--- src/rtl/matrix_pkg.sv ---
// Shared parameters, state encoding and packed-layout helper for the
// sequential matrix multiplier.
package matrix_pkg;
    localparam int DIM_MAX = 5;
    localparam int ELEM_W  = 8;
    localparam int ACC_W   = 16;
    localparam int DIM_W   = 3;
    localparam int OP_W    = DIM_MAX * DIM_MAX * ELEM_W;   // 200
    localparam int RES_W   = DIM_MAX * DIM_MAX * ACC_W;    // 400
    localparam int OFF_W   = $clog2(RES_W);

    typedef enum logic [1:0] {IDLE, RUN, DONE, ERR} state_t;

    // Bit offset of element (row, col) in a packed bus with a fixed row stride of DIM_MAX.
    function automatic logic [OFF_W-1:0] elem_off(input logic [DIM_W-1:0] row,
                                                  input logic [DIM_W-1:0] col,
                                                  input int unsigned w);
        return OFF_W'((int'(row) * DIM_MAX + int'(col)) * w);
    endfunction
endpackage

--- src/rtl/mac_unit.sv ---
// Combinational 8x8 multiply with 16-bit wrapping accumulate.
module mac_unit
    import matrix_pkg::*;
(
    input  logic [ELEM_W-1:0] a,
    input  logic [ELEM_W-1:0] b,
    input  logic [ACC_W-1:0]  acc,
    output logic [ACC_W-1:0]  acc_next
);
    logic [ACC_W-1:0] prod;

    assign prod     = ACC_W'(a) * ACC_W'(b);
    assign acc_next = acc + prod;
endmodule

--- src/rtl/matrix_mul_seq.sv ---
// Sequential matrix multiplier: latches operands on start and performs one
// MAC per cycle over i/j/k, pulsing done on completion or dimension error.
module matrix_mul_seq
    import matrix_pkg::*;
(
    input  logic             clk,
    input  logic             reset,
    input  logic             start,
    input  logic [DIM_W-1:0] a_m,
    input  logic [DIM_W-1:0] a_n,
    input  logic [DIM_W-1:0] b_m,
    input  logic [DIM_W-1:0] b_n,
    input  logic [OP_W-1:0]  matrixA,
    input  logic [OP_W-1:0]  matrixB,
    output logic             busy,
    output logic             done,
    output logic             mulError,
    output logic [DIM_W-1:0] c_m,
    output logic [DIM_W-1:0] c_n,
    output logic [RES_W-1:0] aMulB
);
    state_t           state;
    logic [DIM_W-1:0] am, an, bn;
    logic [OP_W-1:0]  a_lat, b_lat;
    logic [DIM_W-1:0] i, j, k;
    logic [ACC_W-1:0] acc, acc_next;
    logic [OP_W-1:0]  a_sh, b_sh;
    logic             dim_err;

    localparam logic [DIM_W-1:0] DMAX = DIM_W'(DIM_MAX);

    assign dim_err = (a_m == '0) || (a_n == '0) || (b_m == '0) || (b_n == '0) ||
                     (a_m > DMAX) || (a_n > DMAX) || (b_m > DMAX) || (b_n > DMAX) ||
                     (a_n != b_m);

    // Operand select by shifting the latched bus down to the addressed element.
    assign a_sh = a_lat >> elem_off(i, k, ELEM_W);
    assign b_sh = b_lat >> elem_off(k, j, ELEM_W);

    mac_unit u_mac (
        .a        (a_sh[ELEM_W-1:0]),
        .b        (b_sh[ELEM_W-1:0]),
        .acc      (acc),
        .acc_next (acc_next)
    );

    always_ff @(posedge clk or posedge reset) begin
        if (reset) begin
            state    <= IDLE;
            busy     <= 1'b0;
            done     <= 1'b0;
            mulError <= 1'b0;
            c_m      <= '0;
            c_n      <= '0;
            aMulB    <= '0;
            am       <= '0;
            an       <= '0;
            bn       <= '0;
            a_lat    <= '0;
            b_lat    <= '0;
            i        <= '0;
            j        <= '0;
            k        <= '0;
            acc      <= '0;
        end else begin
            case (state)
                IDLE: begin
                    if (start) begin
                        am       <= a_m;
                        an       <= a_n;
                        bn       <= b_n;
                        a_lat    <= matrixA;
                        b_lat    <= matrixB;
                        aMulB    <= '0;
                        mulError <= dim_err;
                        c_m      <= dim_err ? '0 : a_m;
                        c_n      <= dim_err ? '0 : b_n;
                        i        <= '0;
                        j        <= '0;
                        k        <= '0;
                        acc      <= '0;
                        busy     <= 1'b1;
                        done     <= dim_err;
                        state    <= dim_err ? ERR : RUN;
                    end
                end
                RUN: begin
                    if (k == an - 1'b1) begin
                        aMulB[elem_off(i, j, ACC_W) +: ACC_W] <= acc_next;
                        acc <= '0;
                        k   <= '0;
                        if (j == bn - 1'b1) begin
                            j <= '0;
                            if (i == am - 1'b1) begin
                                done  <= 1'b1;
                                state <= DONE;
                            end else begin
                                i <= i + 1'b1;
                            end
                        end else begin
                            j <= j + 1'b1;
                        end
                    end else begin
                        acc <= acc_next;
                        k   <= k + 1'b1;
                    end
                end
                default: begin
                    // DONE and ERR both last exactly one cycle.
                    done  <= 1'b0;
                    busy  <= 1'b0;
                    state <= IDLE;
                end
            endcase
        end
    end
endmodule

--- config.mk ---
export PLATFORM = sky130hd
export DESIGN_NAME = matrix_mul_seq
export DESIGN_NICKNAME = d
export VERILOG_FILES = /design/src/rtl/matrix_pkg.sv /design/src/rtl/mac_unit.sv /design/src/rtl/matrix_mul_seq.sv
export SDC_FILE = /design/constraint.sdc
export NUM_CORES = 2
export LEC_CHECK = 0
export BUFFER_PORTS_ARGS = -buffer_cell sky130_fd_sc_hd__buf_2
export CAP_MARGIN = 10
export CORE_UTILIZATION = 33
export CTS_BUF_LIST = sky130_fd_sc_hd__clkbuf_8
export DETAILED_ROUTE_END_ITERATION = 10
export GPL_TIMING_DRIVEN = 0
export SETUP_SLACK_MARGIN = 0.05
export SYNTH_ARGS = -nofsm -noshare
export SYNTH_HDL_FRONTEND = slang
export SYNTH_HIERARCHICAL = 1
export SYNTH_SLANG_ARGS = --single-unit
--- constraint.sdc ---
create_clock -name clk -period 25.7 [get_ports clk]
set_input_delay 1.285 -clock clk [delete_from_list [all_inputs] [get_ports clk]]
set_output_delay 1.285 -clock clk [all_outputs]
set_load 0.02 [all_outputs]
# Yosys cells after proc, flatten, opt, wreduce, memory -nomap -nowiden
# Index checks and enable logic that the tools add are counted.
word_totals:
  mem_bits_ro: 0
  reg_bits: 845
  ramBits: 0
  input_bits: 415
  word_cells: 101
  n_memories: 0
  latchBits: 0
classes:
  eq_ne: 10
  bitwise: 1
  n_mul: 3
  magnitude_cmp: 4
  div_mod_pow: 0
  reduce_logical: 20
  mux: 32
  n_addsub: 11
  shifts: 4
op_table:
  columns: ["op", "n"]
  rows:
  - ["400-bit two-way mux", 2]
  - ["400-bit case mux with 2 select lines", 1]
  - ["400-bit bitwise mux", 1]
  - ["16-bit by 11-bit variable shift with 400-bit output (first input constant)", 1]
  - ["16-bit by 11-bit variable part select with 400-bit output", 1]
  - ["200-bit by 9-bit >> shifter with 8-bit output", 2]
  - ["16-bit two-way mux", 2]
  - ["16-bit case mux with 2 select lines", 1]
  - ["3-bit two-way mux", 9]
  - ["3-bit case mux with 2 select lines", 3]
  - ["16-bit adder", 1]
  - ["8-bit by 8-bit multiplier with 16-bit output", 1]
  - ["6-bit by 3-bit adder with 6-bit output", 2]
  - ["3-bit greater-than comparator (second input constant)", 4]
  - ["3-bit zero test", 4]
  - ["3-bit by 3-bit multiplier with 6-bit output (second input constant)", 2]
  - ["9-bit negation with 11-bit output", 1]
  - ["2-bit two-way mux", 5]
  - ["2-bit inequality test (second input constant)", 5]
  - ["3-bit by 1-bit adder with 3-bit output (second input constant)", 3]
  - ["3-bit == test", 3]
  - ["3-bit by 1-bit subtractor with 3-bit output (second input constant)", 3]
  - ["1-bit logical OR", 8]
  - ["2-bit AND reduction", 3]
  - ["other kinds (12)", 17]

# Depth between registers and ports, before layout
depth:
  ltp_word: 12
  ltp_mapped: 29

# Hierarchy
# The synthesis kept the hierarchy.
modules_own_cells:
  columns: ["mod", "area_each_um2", "seq_area_each_um2", "cells_each", "instances"]
  rows:
  - ["matrix_mul_seq", 36952.9, 21120.3, 3793, 1]
  - ["mac_unit", 2597.5, 0.0, 319, 1]

# Least setup slack after synthesis
# Ideal clock, no wire load.
synth_timing:
  kind: "reg-to-reg"
  startpoint: "register k[0]"
  endpoint: "register aMulB[143]"
  t_arrival_ns: 7.255
  setup_slack_ns: 18.363
  stages_incl_launch_ff: 27
  n_path_buf: 2
  t_required_ns: 25.618
  cell_sequence: "dfrtp_1 -> ha_1 -> ha_1 -> inv_1 -> fa_1 -> xor2_1 -> buf_2 -> mux4_2 -> nor2_1 -> nor3_1 -> nand2_1 -> fa_1 -> fa_1 -> inv_1 -> fa_1 -> inv_1 -> fa_1 -> inv_1 -> ha_1 -> o21a_1 -> o31a_4 -> o2111ai_1 -> a31o_1 -> xnor2_1 -> clkbuf_1 -> nand2_1 -> o22ai_1"
synth_between:
  elab_chain_len: 9
  elab_cells_between_ends: 14
  cone_classes: "add/sub: 3; mul: 2; eq/ne: 2; shift: 3; mux: 3; reduce/logical: 1"
synth_lines:
  columns: ["element", "line", "source"]
  rows:
  - ["from (decl)", "matrix_mul_seq.sv:25", "logic [DIM_W-1:0] i, j, k;"]
  - ["from (signal assigned)", "matrix_mul_seq.sv:105", "k <= k + 1'b1;"]
  - ["3-bit by 3-bit multiplier with 6-bit output", "matrix_pkg.sv:18", "return OFF_W'((int'(row) * DIM_MAX + int'(col)) * w);"]
  - ["6-bit by 3-bit adder with 6-bit output", "matrix_pkg.sv:18", null]
  - ["200-bit by 9-bit >> shifter with 8-bit output", "matrix_mul_seq.sv:38", "assign b_sh = b_lat >> elem_off(k, j, ELEM_W);"]
  - ["named net b_sh[7]", "matrix_mul_seq.sv:27", "logic [OP_W-1:0] a_sh, b_sh;"]
  - ["8-bit by 8-bit multiplier with 16-bit output", "mac_unit.sv:12", "assign prod = ACC_W'(a) * ACC_W'(b);"]
  - ["16-bit adder", "mac_unit.sv:13", "assign acc_next = acc + prod;"]
  - ["named net acc_next[15]", "matrix_mul_seq.sv:26", "logic [ACC_W-1:0] acc, acc_next;"]
  - ["16-bit by 11-bit variable part select with 400-bit output", "matrix_mul_seq.sv:89", "aMulB[elem_off(i, j, ACC_W) +: ACC_W] <= acc_next;"]
  - ["400-bit bitwise mux", "matrix_mul_seq.sv:89", null]
  - ["400-bit two-way mux", "matrix_mul_seq.sv:88", "if (k == an - 1'b1) begin"]
  - ["400-bit case mux with 2 select lines", "matrix_mul_seq.sv:66", "case (state)"]
  - ["to (signal, indexed assignment)", "matrix_mul_seq.sv:89", null]
  - ["to (decl)", "matrix_mul_seq.sv:20", "output logic [RES_W-1:0] aMulB"]
# The timed path passes the listed nets, and every way through them passes these cells. The select of a mux whose other input is x is not followed.
# A chain may end at the register's enable or synchronous reset.

# Worst setup path in the final report
layout_timing:
  startpoint: "register j[1]"
  endpoint: "register aMulB[223]"
layout_between:
  elab_chain_len: 8
  elab_cells_between_ends: 11
  cone_classes: "add/sub: 4; mul: 1; shift: 3; mux: 3"
layout_lines:
  columns: ["element", "line", "source"]
  rows:
  - ["from (decl)", "matrix_mul_seq.sv:25", null]
  - ["from (signal assigned)", "matrix_mul_seq.sv:101", "j <= j + 1'b1;"]
  - ["6-bit by 3-bit adder with 6-bit output", "matrix_pkg.sv:18", null]
  - ["200-bit by 9-bit >> shifter with 8-bit output", "matrix_mul_seq.sv:38", null]
  - ["named net b_sh[6]", "matrix_mul_seq.sv:27", null]
  - ["8-bit by 8-bit multiplier with 16-bit output", "mac_unit.sv:12", null]
  - ["16-bit adder", "mac_unit.sv:13", null]
  - ["named net acc_next[15]", "matrix_mul_seq.sv:26", null]
  - ["16-bit by 11-bit variable part select with 400-bit output", "matrix_mul_seq.sv:89", null]
  - ["400-bit bitwise mux", "matrix_mul_seq.sv:89", null]
  - ["400-bit two-way mux", "matrix_mul_seq.sv:88", null]
  - ["400-bit case mux with 2 select lines", "matrix_mul_seq.sv:66", null]
# The timed path passes the listed nets, and every way through them passes these cells. The select of a mux whose other input is x is not followed.

==> run_summary.xml <==
<?xml version="1.0" encoding="UTF-8"?>
<metrics>
  <group name="run_status">
    <metric name="outcome" unit="">complete, no violations</metric>
  </group>
  <group name="floorplan">
    <metric name="core.rowCount" unit="">126</metric>
    <metric name="floorplan.initialDensity" unit="%">33.4</metric>
    <metric name="die_height" unit="um">348</metric>
    <metric name="ioPinCount" unit="">824</metric>
    <metric name="floorplan.die.width" unit="um">348</metric>
    <metric name="die_area" unit="um^2">121000</metric>
    <metric name="core_area" unit="um^2">118000</metric>
  </group>
  <group name="worst_setup_path">
    <metric name="worst_r2r_path_depth" unit="">25</metric>
    <metric name="crit_path_start_kind" unit="">register</metric>
    <metric name="timing.critical_path.arrival" unit="ns">10.55</metric>
    <metric name="cp_max_fo" unit="">10</metric>
    <metric name="critical_path_required" unit="ns">26.43</metric>
    <metric name="crit_path_end_kind" unit="">register</metric>
    <metric name="worst-setup-path-type" unit="">register to register</metric>
    <metric name="rr_startpoint" unit="">j[1]</metric>
    <metric name="crit_end" unit="">aMulB[223]</metric>
    <metric name="rrSetupSlack" unit="ns">15.88</metric>
    <metric name="crit_start" unit="">j[1]</metric>
    <metric name="regToRegEndpoint" unit="">aMulB[223]</metric>
  </group>
  <group name="yosys">
    <metric name="post_synth_num_cell_types" unit="">77</metric>
    <metric name="yosys_register_bits" unit="">844</metric>
    <metric name="synth_cells" unit="">4112</metric>
    <metric name="ys_seq_area_share" unit="%">53.4</metric>
    <metric name="syn_area" unit="um^2">39600</metric>
    <metric name="ys_warn_count" unit="">6</metric>
    <metric name="post_synth.cell_area_avg" unit="um^2">9.62</metric>
    <metric name="synth-async-reset-ratio" unit="%">100</metric>
    <metric name="number_of_flops_mapped_to_enable_cells_by_yosys" unit="">0</metric>
    <metric name="ys_dominant_reg_cell" unit="">sky130_fd_sc_hd__dfrtp_1</metric>
    <metric name="synth.net_count" unit="">4640</metric>
  </group>
  <group name="clock_network">
    <metric name="cts-buffers-inserted" unit="">151</metric>
    <metric name="clock_tree.buffer_depth" unit="">3</metric>
    <metric name="clock_sinks" unit="">844</metric>
    <metric name="clock_tree.htree_level_count" unit="">4</metric>
    <metric name="clkSlewWorstSetupHoldPaths" unit="ns">0.06</metric>
    <metric name="cts_post_setup_buffers_inserted" unit="">0</metric>
    <metric name="cts-hold-fix-buffers" unit="">0</metric>
    <metric name="clock_tree.root_cell" unit="">sky130_fd_sc_hd__clkbuf_8</metric>
    <metric name="cts_tree" unit="">built</metric>
    <metric name="clk-insertion-delay-late" unit="ns">0.84</metric>
    <metric name="post_cts.resized_instances" unit="">0</metric>
  </group>
  <group name="run">
    <metric name="cap_violations" unit="">0</metric>
  </group>
  <group name="drt">
    <metric name="route.detailed.wl_per_inst" unit="um">22.7</metric>
    <metric name="totalWireLength" unit="mm">155</metric>
    <metric name="drt-initial-drc-count" unit="">2495</metric>
    <metric name="drt_pass1_iterations" unit="">5</metric>
    <metric name="routed_via_density" unit="">5.02</metric>
    <metric name="vias" unit="">34300</metric>
    <metric name="remaining_design_rule_violation_count" unit="">0</metric>
    <metric name="drtAntennaViolNets" unit="">0</metric>
  </group>
  <group name="hold_path">
    <metric name="hold_path.class" unit="">register to register</metric>
  </group>
  <group name="global_routing">
    <metric name="grt_pass1_wl" unit="mm">226</metric>
    <metric name="overflow_left_after_global_routing" unit="">0</metric>
    <metric name="grt_start_max_net_pins" unit="">129</metric>
    <metric name="number_of_antenna_violations_at_the_first_check_in_global_routing" unit="">25</metric>
    <metric name="globalRouteTotalUtil" unit="%">25.2</metric>
    <metric name="first_global_vias" unit="">34400</metric>
  </group>
  <group name="final_layout">
    <metric name="stdcell_area" unit="um^2">49200</metric>
    <metric name="fin_nets" unit="">5635</metric>
    <metric name="filler_cell_count" unit="">11900</metric>
    <metric name="synth_to_final_area_change" unit="%">24.4</metric>
    <metric name="drive_gt1_share" unit="%">24.7</metric>
  </group>
  <group name="timing">
    <metric name="worst_margin_pin_slew" unit="ns">1.22</metric>
    <metric name="max_slew_margin" unit="%">18.2</metric>
    <metric name="layout_min_cycle_time" unit="ns">9.82</metric>
    <metric name="finalClockSkew" unit="ns">0.0509</metric>
    <metric name="final_hold_viol_count" unit="">0</metric>
    <metric name="timing_max_transition_violations_final" unit="">0</metric>
    <metric name="fmax" unit="GHz">0.102</metric>
    <metric name="setup_viol" unit="">0</metric>
    <metric name="layout_worst_path_cycle_share" unit="%">38.2</metric>
    <metric name="layout_setup_ws" unit="ns">15.88</metric>
    <metric name="rsz_0062_raised_after_global_routing" unit="">false</metric>
  </group>
  <group name="placement">
    <metric name="dpl_cell_area" unit="um^2">46000</metric>
    <metric name="port-buffer-count" unit="">823</metric>
    <metric name="post-place-ws" unit="ns">15.48</metric>
    <metric name="gp_congestion" unit="">0.912</metric>
    <metric name="dp.final_hpwl" unit="mm">118</metric>
  </group>
</metrics>
==> layout make-up <==
cell class | instances | area [um^2] | area share [%]
Antenna cell | 12 | 30.0 | 0.0610
Inverter | 113 | 432 | 0.878
Clock inverter | 88 | 628 | 1.28
Timing Repair Buffer | 842 | 4400 | 8.95
Sequential cell | 844 | 21100 | 42.9
Multi-Input combinational cell | 2866 | 16900 | 34.3
Clock buffer | 184 | 2530 | 5.15
Buffer | 289 | 1190 | 2.42
Tap cell | 1600 | 2000 | 4.07
==> cells in the final DEF, fill, tap and decap left out, drive strengths merged, types with 3 or more instances in the layout <==
| cell | Yosys | routed |
|---|---|---|
| a211oi | 16 | 16 |
| a21boi | 8 | 8 |
| a21o | 19 | 19 |
| a21oi | 23 | 23 |
| a221oi | 9 | 9 |
| a22o | 63 | 63 |
| a32o | 26 | 26 |
| and2 | 46 | 46 |
| and3 | 6 | 6 |
| buf | 76 | 917 |
| bufinv | 0 | 6 |
| clkbuf | 213 | 398 |
| clkinv | 0 | 17 |
| clkinvlp | 0 | 3 |
| dfrtp | 844 | 844 |
| diode | 0 | 12 |
| fa | 53 | 53 |
| ha | 60 | 60 |
| inv | 113 | 175 |
| mux2 | 17 | 17 |
| mux2i | 34 | 34 |
| mux4 | 104 | 104 |
| nand2 | 1745 | 1745 |
| nand2b | 9 | 9 |
| nand3 | 121 | 121 |
| nand4 | 4 | 4 |
| nor2 | 49 | 49 |
| nor2b | 23 | 23 |
| nor3 | 27 | 27 |
| nor4 | 7 | 7 |
| o211ai | 18 | 18 |
| o21a | 7 | 7 |
| o21ai | 218 | 218 |
| o22ai | 84 | 84 |
| o2bb2ai | 14 | 14 |
| xnor2 | 16 | 16 |
| xnor3 | 3 | 3 |
| xor2 | 12 | 12 |
==> Yosys cell counts (all sizes together), types with 17 or more instances <==
| cell | count | area (um^2) |
|---|---|---|
| clkbuf | 213 | 810 |
| a22o | 63 | 552 |
| o22ai | 84 | 539 |
| o211ai | 18 | 135 |
| a21o | 19 | 143 |
| buf | 76 | 383 |
| nor3 | 27 | 160 |
| nor2 | 49 | 196 |
| o21ai | 218 | 1110 |
| dfrtp | 844 | 21100 |
| mux4 | 104 | 2340 |
| ha | 60 | 751 |
| nand3 | 121 | 611 |
| mux2i | 34 | 340 |
| fa | 53 | 1060 |
| inv | 113 | 424 |
| and2 | 46 | 288 |
| nor2b | 23 | 151 |
| a21oi | 23 | 126 |
| a32o | 26 | 260 |
| nand2 | 1745 | 6550 |
| mux2 | 17 | 191 |
==> metal layers <==
metal  vias to the layer above  wire (um)  global-route usage (%)  part of all wire, %
li1                      15600          -                       -                    -
met1                     17000      63400                    31.8                   41
met2                      1356      74100                    41.6                   48
met3                       315      10800                    5.44                  7.0
met4                        24       6510                    10.8                  4.2
met5                         -        140                       0                0.090
==> cells by family after synthesis <==
| family | Yosys count | synth area share, % |
|---|---|---|
| adders and majority gates | 113 | 4.58 |
| buffers and inverters | 402 | 4.09 |
| AOI/OAI and AO/OA | 518 | 8.79 |
| and+or+nand+nor | 2047 | 21.0 |
| DFF | 844 | 53.4 |
| xor gates and xnor gates | 33 | 0.914 |
| muxes | 155 | 7.27 |
==> worst min path at each step <==
stage                from          to  slack [ns]  cells after the start
3_5_place_dp   b_lat[152]  b_lat[152]        0.46                      2
6_report       a_lat[117]  a_lat[117]        0.47                      2
5_1_grt        a_lat[141]  a_lat[141]        0.48                      2
4_1_cts             reset   aMulB[23]        0.45                      2
3_3_place_gp   a_lat[178]  a_lat[178]        0.45                      2
2_1_floorplan   a_lat[10]   a_lat[10]        0.44                      2
==> metrics by stage <==
stage | hold WS, ns | util (%) | TNS [ns] | cells
2_1_floorplan | 0.440 | - | 0 | 4112
3_3_place_gp | 0.453 | 38.6 | -7899.68 | 6535
3_5_place_dp | 0.457 | 38.8 | 0 | 6550
4_1_cts | 0.453 | 41.5 | 0 | 6822
5_1_grt | 0.480 | 41.5 | 0 | 6832
6_report | 0.468 | 41.5 | 0 | 6838
==> state kept, by name, summed over array words and instances, names as in the netlist, 3 cells and up <==
register,flops
aMulB,400
a_lat,200
acc,16
am,3
an,3
b_lat,200
bn,3
c_m,3
c_n,3
i,3
j,3
k,3
==> critical path: stages, from the launching register on <==
cell                        delay, ns
sky130_fd_sc_hd__dfrtp_1         0.66
sky130_fd_sc_hd__ha_1            0.33
sky130_fd_sc_hd__ha_1            0.42
sky130_fd_sc_hd__buf_1           0.56
sky130_fd_sc_hd__clkbuf_1        0.71
sky130_fd_sc_hd__mux4_2          0.36
sky130_fd_sc_hd__mux2_2          0.18
sky130_fd_sc_hd__a221oi_1        0.09
sky130_fd_sc_hd__nor3_1          0.87
sky130_fd_sc_hd__nand2_1         0.17
sky130_fd_sc_hd__fa_1            0.55
sky130_fd_sc_hd__inv_1           0.06
sky130_fd_sc_hd__fa_1            0.56
sky130_fd_sc_hd__inv_1           0.07
sky130_fd_sc_hd__fa_1            0.54
sky130_fd_sc_hd__inv_1           0.06
sky130_fd_sc_hd__fa_1            0.47
sky130_fd_sc_hd__ha_1            0.44
sky130_fd_sc_hd__nand4_1         0.12
sky130_fd_sc_hd__inv_1           0.12
sky130_fd_sc_hd__o2111ai_1       0.18
sky130_fd_sc_hd__a31o_1          0.28
sky130_fd_sc_hd__xnor2_1         0.93
sky130_fd_sc_hd__clkbuf_1        0.69
sky130_fd_sc_hd__nand3_1         0.15
sky130_fd_sc_hd__o21ai_0         0.14
Power is not shown: default switching activity piles up to over one toggle a cycle in this logic, so the estimate is an artifact.
